`src/rtl/alu_frame_loader.sv`:
```
// Front end of the ALU. It assembles a 3-byte command frame (A, B, opcode) from a byte stream.
// It then registers the ALU result and offers it as one byte on a valid/ready output.
`timescale 1ns/1ps
module alu_frame_loader #(
    parameter int NB_OPERANDO    = 8,
    parameter int NB_OPCODE      = 6,
    parameter int TIMEOUT_CYCLES = 1000,
    parameter int NB_TIMEOUT     = 16
) (
    input  logic                   clk,
    input  logic                   rst_n,
    input  logic [NB_OPERANDO-1:0] rx_data,
    input  logic                   rx_valid,
    output logic                   rx_ready,
    output logic [NB_OPERANDO-1:0] dato_a,
    output logic [NB_OPERANDO-1:0] dato_b,
    output logic [NB_OPCODE-1:0]   opcode,
    input  logic [NB_OPERANDO-1:0] alu_out,
    output logic [NB_OPERANDO-1:0] tx_data,
    output logic                   tx_valid,
    input  logic                   tx_ready,
    output logic                   err_opcode,
    output logic                   err_timeout
);
    typedef enum logic [2:0] {S_A, S_B, S_OP, S_EXEC, S_SEND} state_t;

    localparam logic [NB_OPCODE-1:0]  OP_ADD = NB_OPCODE'(6'h20);
    localparam logic [NB_OPCODE-1:0]  OP_SUB = NB_OPCODE'(6'h22);
    localparam logic [NB_OPCODE-1:0]  OP_AND = NB_OPCODE'(6'h24);
    localparam logic [NB_OPCODE-1:0]  OP_OR  = NB_OPCODE'(6'h25);
    localparam logic [NB_OPCODE-1:0]  OP_XOR = NB_OPCODE'(6'h26);
    localparam logic [NB_OPCODE-1:0]  OP_NOR = NB_OPCODE'(6'h27);
    localparam logic [NB_OPCODE-1:0]  OP_SRA = NB_OPCODE'(6'h03);
    localparam logic [NB_OPCODE-1:0]  OP_SRL = NB_OPCODE'(6'h02);
    localparam bit                    TMO_EN   = (TIMEOUT_CYCLES != 0);
    localparam logic [NB_TIMEOUT-1:0] TMO_LAST = NB_TIMEOUT'(TIMEOUT_CYCLES - 1);

    state_t                   state_q, state_d;
    logic [NB_OPERANDO-1:0]   dato_a_q, dato_a_d;
    logic [NB_OPERANDO-1:0]   dato_b_q, dato_b_d;
    logic [NB_OPCODE-1:0]     opcode_q, opcode_d;
    logic [NB_OPERANDO-1:0]   tx_data_q, tx_data_d;
    logic                     tx_valid_q, tx_valid_d;
    logic                     err_opcode_q, err_opcode_d;
    logic                     err_timeout_q, err_timeout_d;
    logic [NB_TIMEOUT-1:0]    tmo_cnt_q, tmo_cnt_d;

    logic rx_xfer, tx_xfer, op_legal, in_frame, timeout_hit;

    assign rx_xfer     = rx_valid & rx_ready;
    assign tx_xfer     = tx_valid_q & tx_ready;
    assign in_frame    = (state_q == S_B) || (state_q == S_OP);
    // A byte landing on the expiry cycle wins over the timeout.
    assign timeout_hit = TMO_EN && in_frame && !rx_xfer && (tmo_cnt_q == TMO_LAST);

    always_comb begin
        op_legal = 1'b0;
        if (rx_data[NB_OPERANDO-1:NB_OPCODE] == '0) begin
            case (rx_data[NB_OPCODE-1:0])
                OP_ADD, OP_SUB, OP_AND, OP_OR,
                OP_XOR, OP_NOR, OP_SRA, OP_SRL: op_legal = 1'b1;
                default:                        op_legal = 1'b0;
            endcase
        end
    end

    // State register
    always_ff @(posedge clk or negedge rst_n) begin
        if (!rst_n) begin
            state_q <= S_A;
        end else begin
            state_q <= state_d;
        end
    end

    // Next-state logic
    always_comb begin
        state_d = state_q;
        case (state_q)
            S_A:     if (rx_xfer) state_d = S_B;
            S_B: begin
                if (rx_xfer)          state_d = S_OP;
                else if (timeout_hit) state_d = S_A;
            end
            S_OP: begin
                if (rx_xfer)          state_d = op_legal ? S_EXEC : S_A;
                else if (timeout_hit) state_d = S_A;
            end
            S_EXEC:  state_d = S_SEND;
            S_SEND:  if (tx_xfer) state_d = S_A;
            default: state_d = S_A;
        endcase
    end

    // Output logic
    always_comb begin
        rx_ready = (state_q == S_A) || (state_q == S_B) || (state_q == S_OP);
    end

    always_comb begin
        dato_a_d      = dato_a_q;
        dato_b_d      = dato_b_q;
        opcode_d      = opcode_q;
        tx_data_d     = tx_data_q;
        tx_valid_d    = tx_valid_q;
        err_opcode_d  = 1'b0;
        err_timeout_d = timeout_hit;
        tmo_cnt_d     = (rx_xfer || !in_frame || timeout_hit) ? '0 : tmo_cnt_q + NB_TIMEOUT'(1);
        case (state_q)
            S_A:  if (rx_xfer) dato_a_d = rx_data;
            S_B:  if (rx_xfer) dato_b_d = rx_data;
            S_OP: begin
                if (rx_xfer) begin
                    if (op_legal) opcode_d     = rx_data[NB_OPCODE-1:0];
                    else          err_opcode_d = 1'b1;
                end
            end
            // ALU inputs have been stable since the opcode edge, so alu_out is settled here.
            S_EXEC: begin
                tx_data_d  = alu_out;
                tx_valid_d = 1'b1;
            end
            S_SEND:  if (tx_xfer) tx_valid_d = 1'b0;
            default: ;
        endcase
    end

    always_ff @(posedge clk or negedge rst_n) begin
        if (!rst_n) begin
            dato_a_q      <= '0;
            dato_b_q      <= '0;
            opcode_q      <= '0;
            tx_data_q     <= '0;
            tx_valid_q    <= 1'b0;
            err_opcode_q  <= 1'b0;
            err_timeout_q <= 1'b0;
            tmo_cnt_q     <= '0;
        end else begin
            dato_a_q      <= dato_a_d;
            dato_b_q      <= dato_b_d;
            opcode_q      <= opcode_d;
            tx_data_q     <= tx_data_d;
            tx_valid_q    <= tx_valid_d;
            err_opcode_q  <= err_opcode_d;
            err_timeout_q <= err_timeout_d;
            tmo_cnt_q     <= tmo_cnt_d;
        end
    end

    assign dato_a      = dato_a_q;
    assign dato_b      = dato_b_q;
    assign opcode      = opcode_q;
    assign tx_data     = tx_data_q;
    assign tx_valid    = tx_valid_q;
    assign err_opcode  = err_opcode_q;
    assign err_timeout = err_timeout_q;
endmodule

```
`config.mk`:
```
export PLATFORM = sky130hd
export DESIGN_NAME = alu_frame_loader
export DESIGN_NICKNAME = d
export VERILOG_FILES = /design/src/rtl/alu_frame_loader.sv
export SDC_FILE = /design/constraint.sdc
export NUM_CORES = 1
export LEC_CHECK = 0
export CORE_MARGIN = 3
export CORE_UTILIZATION = 51
export CTS_BUF_LIST = sky130_fd_sc_hd__clkbuf_2 sky130_fd_sc_hd__clkbuf_4 sky130_fd_sc_hd__clkbuf_8
export CTS_CLUSTER_SIZE = 10
export DETAILED_ROUTE_END_ITERATION = 7
export MAX_ROUTING_LAYER = met4
export PLACE_DENSITY = 0.82
export RECOVER_POWER = 100
export SYNTH_ARGS = -nofsm -noshare
export SYNTH_HDL_FRONTEND = slang
export SYNTH_SLANG_ARGS = --single-unit
```
`constraint.sdc`:
```
create_clock -name clk -period 2.4 [get_ports clk]
set_input_delay 0.48 -clock clk [delete_from_list [all_inputs] [get_ports clk]]
set_output_delay 0.48 -clock clk [all_outputs]
set_load 0.01 [all_outputs]
```
== Word level (Yosys, flattened, before mapping) ==
Index checks and enable logic that the tools add are counted.

* Output and inout port bits: 34
* Logic and storage cells: 60
* Bits in registers: 52

* Mux-type cells: 15
* Bitwise operators: 2
* Reduce and logical (&&, ||, !) cells: 18
* Equality and inequality tests: 15
* Add/subtract/negate cells: 1

{| class="wikitable"
|+ Operators with widths
! cell !! count
|-
| equality test 6 bit, second input constant || 6
|-
| adder 16 x 1 -> 16 bit, second input constant || 1
|-
| equality test 16 x 10 -> 1 bit, second input constant || 1
|-
| two-way mux 16 bit || 1
|-
| two-way mux 3 bit || 5
|-
| case mux 3 bit (5 select lines) || 1
|-
| equality test 6 x 2 -> 1 bit, second input constant || 2
|-
| AND reduction 2 bit || 4
|-
| OR reduction 8 bit || 1
|-
| equality test 3 x 2 -> 1 bit, second input constant || 2
|-
| two-way mux 1 bit || 6
|-
| logical OR 1 bit || 5
|-
| inequality test 2 bit, second input constant || 2
|-
| equality test 3 x 1 -> 1 bit, second input constant || 1
|-
| equality test 3 bit, second input constant || 1
|-
| zero test 3 bit || 1
|-
| AND reduction 3 bit || 1
|-
| bitwise AND 1 bit || 2
|-
| logical AND 1 bit || 2
|-
| zero test 1 bit || 2
|-
| zero test 2 bit || 1
|-
| two-way mux 2 bit || 1
|-
| case mux 1 bit (2 select lines) || 1
|-
| nonzero test 2 bit || 1
|}

== Depth between registers and ports, before layout ==
* Word-level depth: 10
* Mapped depth: 6

== Worst setup path after synthesis ==
Ideal clock, no wire load.

* Path kind: register to register
* From: register tmo_cnt_q[10]
* To: register state_q[0]
* Setup time: 0.131 ns
* Arrival time: 1.911 ns
* Period minus slack after synthesis: 2.042 ns
* Stages on the path, launching flop included: 5
* Slack: 0.358 ns
* Cells stage by stage: dfrtp_1 > or4_1 > or4_4 > nor4b_1 > or3_1

* Cells in the longest elaborated chain, start to end: 5
* Elaborated cells between the ends (all ways): 6
* Classes of those cells: eq/ne: 1; mux: 4; reduce/logical: 1

{| class="wikitable"
|+ RTL lines
! item !! RTL line !! RTL
|-
| start, declared || 46 || <nowiki>logic [NB_TIMEOUT-1:0] tmo_cnt_q, tmo_cnt_d;</nowiki>
|-
| start signal, assigned || 146 || <nowiki>tmo_cnt_q <= tmo_cnt_d;</nowiki>
|-
| equality test 16 x 10 -> 1 bit (*) || 54 || <nowiki>assign timeout_hit = TMO_EN && in_frame && !rx_xfer && (tmo_cnt_q == TMO_LAST);</nowiki>
|-
| logical AND 1 bit (*) || 54 ||
|-
| two-way mux 3 bit (*) || - ||
|-
| two-way mux 3 bit (on tied branches) || - ||
|-
| case mux 3 bit (5 select lines) (*) || - ||
|-
| end signal, assigned || 72 || <nowiki>state_q <= state_d;</nowiki>
|-
| end, declared || 38 || <nowiki>state_t state_q, state_d;</nowiki>
|}

Every way passes the cells marked *; elsewhere a longest branch is shown, timed or not.
A chain may end at the register's enable or synchronous reset.

== Final worst setup path ==
* From: input port rx_data[7]
* To: register opcode_q[0], in the netlist opcode[0]

* Cells in the longest elaborated chain, start to end: 3

{| class="wikitable"
|+ RTL lines
! item !! RTL line !! RTL
|-
| start, declared || 12 || <nowiki>input logic [NB_OPERANDO-1:0] rx_data,</nowiki>
|-
| zero test 2 bit || 58 || <nowiki>if (rx_data[NB_OPERANDO-1:NB_OPCODE] == '0) begin</nowiki>
|-
| two-way mux 1 bit || 58 ||
|-
| AND reduction 3 bit (no line) || - ||
|-
| end signal, assigned || 141 || <nowiki>opcode_q <= opcode_d;</nowiki>
|-
| end, declared || 41 || <nowiki>logic [NB_OPCODE-1:0] opcode_q, opcode_d;</nowiki>
|}

No other way between the ends.

==> run summary <==
### STA
- setup repair after global routing missed its margin: no
- hold slack: 0.490 ns
- largest clock skew in the final design: 0.00605 ns
- Tightest Pin Transition: 1.40 ns
- max-slew violations: 0
- Post-Route Setup TNS: 0 ns
- highest clock frequency the design can meet: 451 MHz
- final setup fails: 0
- fraction of the cycle the final worst path needs: 92.3%
- minimum clock period: 2.22 ns
- worst-case headroom to the max-slew limit: 6.48%
- final-report hold violation count: 0

### Floorplanning
- number of cell rows: 23
- floorplan die area: 5130 sq um
- core footprint: 4090 sq um
- Die Width: 71.6 um
- effective utilization at floorplan: 53.7%
- Chip Height: 71.6 um
- I/O pin count: 54

### Synth
- Seq/Total Area, Yosys: 59.3%
- main combinational cell family by area after synthesis: simple AND/OR/NAND/NOR gates
- cell accounting for the most synthesized area: sky130_fd_sc_hd__dfrtp_1
- compound-gate portion of the synthesized area: 2.11%
- parity-gate share of the synthesized area counting xor and xnor cells: 5.19%
- most common cell in the netlist: sky130_fd_sc_hd__dfrtp_1
- Simple-Gate Fraction of Synth Area: 17.4%
- top area cells in the synthesized netlist: sky130_fd_sc_hd__dfrtp_1 (59%), sky130_fd_sc_hd__mux2_2 (14%), sky130_fd_sc_hd__xnor2_1 (3.6%)
- leading post-synthesis cells by instance count: sky130_fd_sc_hd__dfrtp_1 (52), sky130_fd_sc_hd__mux2_2 (28), sky130_fd_sc_hd__nor2_1 (20)
- share of async-settable or async-resettable flops after synthesis: 100%
- Synth Instances: 175
- share of synthesized cell area in full adder, half adder and majority cells: 0.570%
- Synth Area per Inst: 12.5 sq um
- post-synth top area share: 59.3%
- register bit total from synthesis: 52
- post-synthesis instance area: 2200 sq um
- share of cell area taken by muxes after synthesis: 14.4%
- number of nets produced by synthesis: 196
- dominant register cell in the synthesized netlist: sky130_fd_sc_hd__dfrtp_1
- count of flip-flops with a built-in enable after synthesis: 0
- distinct cell type count of the synthesized netlist: 31
- Synthesis Warnings: 0

### Layout
- multi-input logic area: 862 sq um
- share of post-route cells with drive strength above 1: 16.2%
- total non-filler cell area in the finished layout: 2890 sq um
- post-layout net count: 262
- area growth from synthesis to layout: 31.7%
- fillers: 310
- Antenna Cells: 0
- Seq. cell area: 1300 sq um

### Critical path
- critical path class: input pin to register
- reg-to-reg slack, setup: 0.23 ns
- data arrival time at the worst-slack endpoint: 2.40 ns
- category of the worst setup path capture point: register
- startpoint of the worst register-to-register path: tmo_cnt_q[10]$_DFF_PN0_
- type of origin of the critical path: input pin
- FF-to-FF End: state_q[0]$_DFFE_PN0P_
- endpoint required time on the critical path: 2.58 ns
- maximum fanout encountered on the critical timing path: 8
- reg2reg path depth: 4

### CTS
- Max Buffers Root-to-Sink: 2
- Num Clock Sinks: 52
- Post-CTS Repair Setup Buffers: 0
- buffer cell driving the clock tree root: sky130_fd_sc_hd__clkbuf_8
- H-tree depth reported by CTS: 2
- clock buffers created by TritonCTS: 5
- TritonCTS clock tree: done
- hold buffer count at CTS: 0
- clock-pin transition on the worst setup and hold timing paths: 0.08 ns
- clock network latency to the later pin of the worst-skew pair: 0.30 ns
- number of gates given a new drive strength after cts: 0

### Detailed routing
- number of routed nets with antenna violations: 0
- initial drt markers: 152
- average wire per cell in the routed design: 14.6 um
- first drt pass iteration count: 4
- Final Routed Wirelength: 4240 um
- detail-routed via count per cell: 5.38
- DRC violations left: 0
- count of vias placed by the detailed router: 1,566

### GRT
- wire length of the first global-routing pass: 7400 um
- antenna violations before repair: 0
- global route overflow: 0
- number of global-route vias before repair: 1,607
- global-route usage over all layers: 18.9%
- pin count of the biggest net entering global routing: 29

### Placed design
- placed standard-cell area: 2830 sq um
- Port Buffers: 53
- Final Wtd Congestion: 0.859
- detailed placer's ending HPWL: 3070 um

### Pwr
- worst voltage drop across the vdd grid: 0.678 mV
- leakage power figure: 1.23 nW
- Cell Pwr Density: 989 nW/um^2

### Job
- maxcap violations: 0

### Min path
- worst min-delay path class: input pin to async pin

### Outcome
- outcome: finished clean

cell families after synthesis:
kind of cell	Yosys count
AND/OR/NAND/NOR	70
AO/OA/AOI/OAI	7
flip-flops	52
buffers and inverters	4
adder cells (fa/ha/maj)	1
XOR/XNOR	13
multiplexers	28
layer usage:
metal	global-route usage, %	wire length, um	vias up
li1	-	-	755
met1	24.9	1950	740
met2	28.6	1920	65
met3	6.03	336	6
met4	5.01	35	0
met5	-	0	-
worst max path at each step:
stage / startpoint / endpoint / cells after the start
finish: rx_data[7] / opcode[0]$_DFFE_PN0P_ / 6
floorplan: tmo_cnt_q[10]$_DFF_PN0_ / state_q[0]$_DFFE_PN0P_ / 4
global route: tmo_cnt_q[0]$_DFF_PN0_ / tmo_cnt_q[14]$_DFF_PN0_ / 6
CTS: tmo_cnt_q[10]$_DFF_PN0_ / state_q[0]$_DFFE_PN0P_ / 4
detailed placement: rx_data[7] / opcode[1]$_DFFE_PN0P_ / 6
global placement: rx_data[7] / opcode[0]$_DFFE_PN0P_ / 6
area by class of cell:
class	count	area share (%)
clock buffers	7	3.33
inverters	2	0.260
multi-input cells	119	29.8
flip-flops and latches	52	45.0
well taps	50	2.16
repair buffers	61	19.5
report_power, final:
part / total, mW / switching (mW) / leakage [nW] / internal (mW)
Combinational: 1.06 / 0.441 / 0.507 / 0.616
Sequential: 1.29 / 0.154 / 0.668 / 1.14
Clock: 0.513 / 0.256 / 0.0503 / 0.257
Total: 2.86 / 0.851 / 1.23 / 2.01
per-stage QoR:
step	instances	worst slack, ns	utilization (%)	power, mW
5_1_grt	291	0.0870	70.8	3.04
4_1_cts	291	0.267	71.6	3.02
3_3_place_gp	284	0.191	69.2	2.48
2_1_floorplan	175	0.358	-	1.86
6_report	291	0.184	70.8	2.86
3_5_place_dp	284	0.172	69.2	2.49
layout by cell type, fill, tap and decap left out, types with 2 or more instances in the layout:
cell type,instances
sky130_fd_sc_hd__nor3_1,5
sky130_fd_sc_hd__nand2_1,8
sky130_fd_sc_hd__nand2b_1,3
sky130_fd_sc_hd__inv_1,2
sky130_fd_sc_hd__nand4_1,6
sky130_fd_sc_hd__a21oi_1,3
sky130_fd_sc_hd__dlygate4sd3_1,37
sky130_fd_sc_hd__or3_1,2
sky130_fd_sc_hd__nor2_1,20
sky130_fd_sc_hd__clkbuf_1,6
sky130_fd_sc_hd__buf_4,2
sky130_fd_sc_hd__nand3b_1,2
sky130_fd_sc_hd__dfrtp_1,52
sky130_fd_sc_hd__nor4_1,5
sky130_fd_sc_hd__clkdlybuf4s50_1,15
sky130_fd_sc_hd__xor2_1,4
sky130_fd_sc_hd__nor4b_1,2
sky130_fd_sc_hd__xnor2_1,9
sky130_fd_sc_hd__nor2b_1,4
sky130_fd_sc_hd__mux2_2,28
sky130_fd_sc_hd__nand3_1,5
sky130_fd_sc_hd__clkbuf_8,7
sky130_fd_sc_hd__or4_1,4
sequential cells by signal, summed over array words and instances (netlist names):
register	count
dato_a	8
tmo_cnt_q	16
opcode	6
state_q	3
err_opcode	1
err_timeout	1
tx_valid	1
tx_data	8
dato_b	8
critical path, cell delays in order:
cell,delay (ns)
sky130_fd_sc_hd__dlygate4sd3_1,0.57
sky130_fd_sc_hd__nor4_1,0.32
sky130_fd_sc_hd__o211ai_1,0.15
sky130_fd_sc_hd__nor3_1,0.18
sky130_fd_sc_hd__clkbuf_1,0.32
sky130_fd_sc_hd__mux2_2,0.38
(Power assumes the default switching activity.)
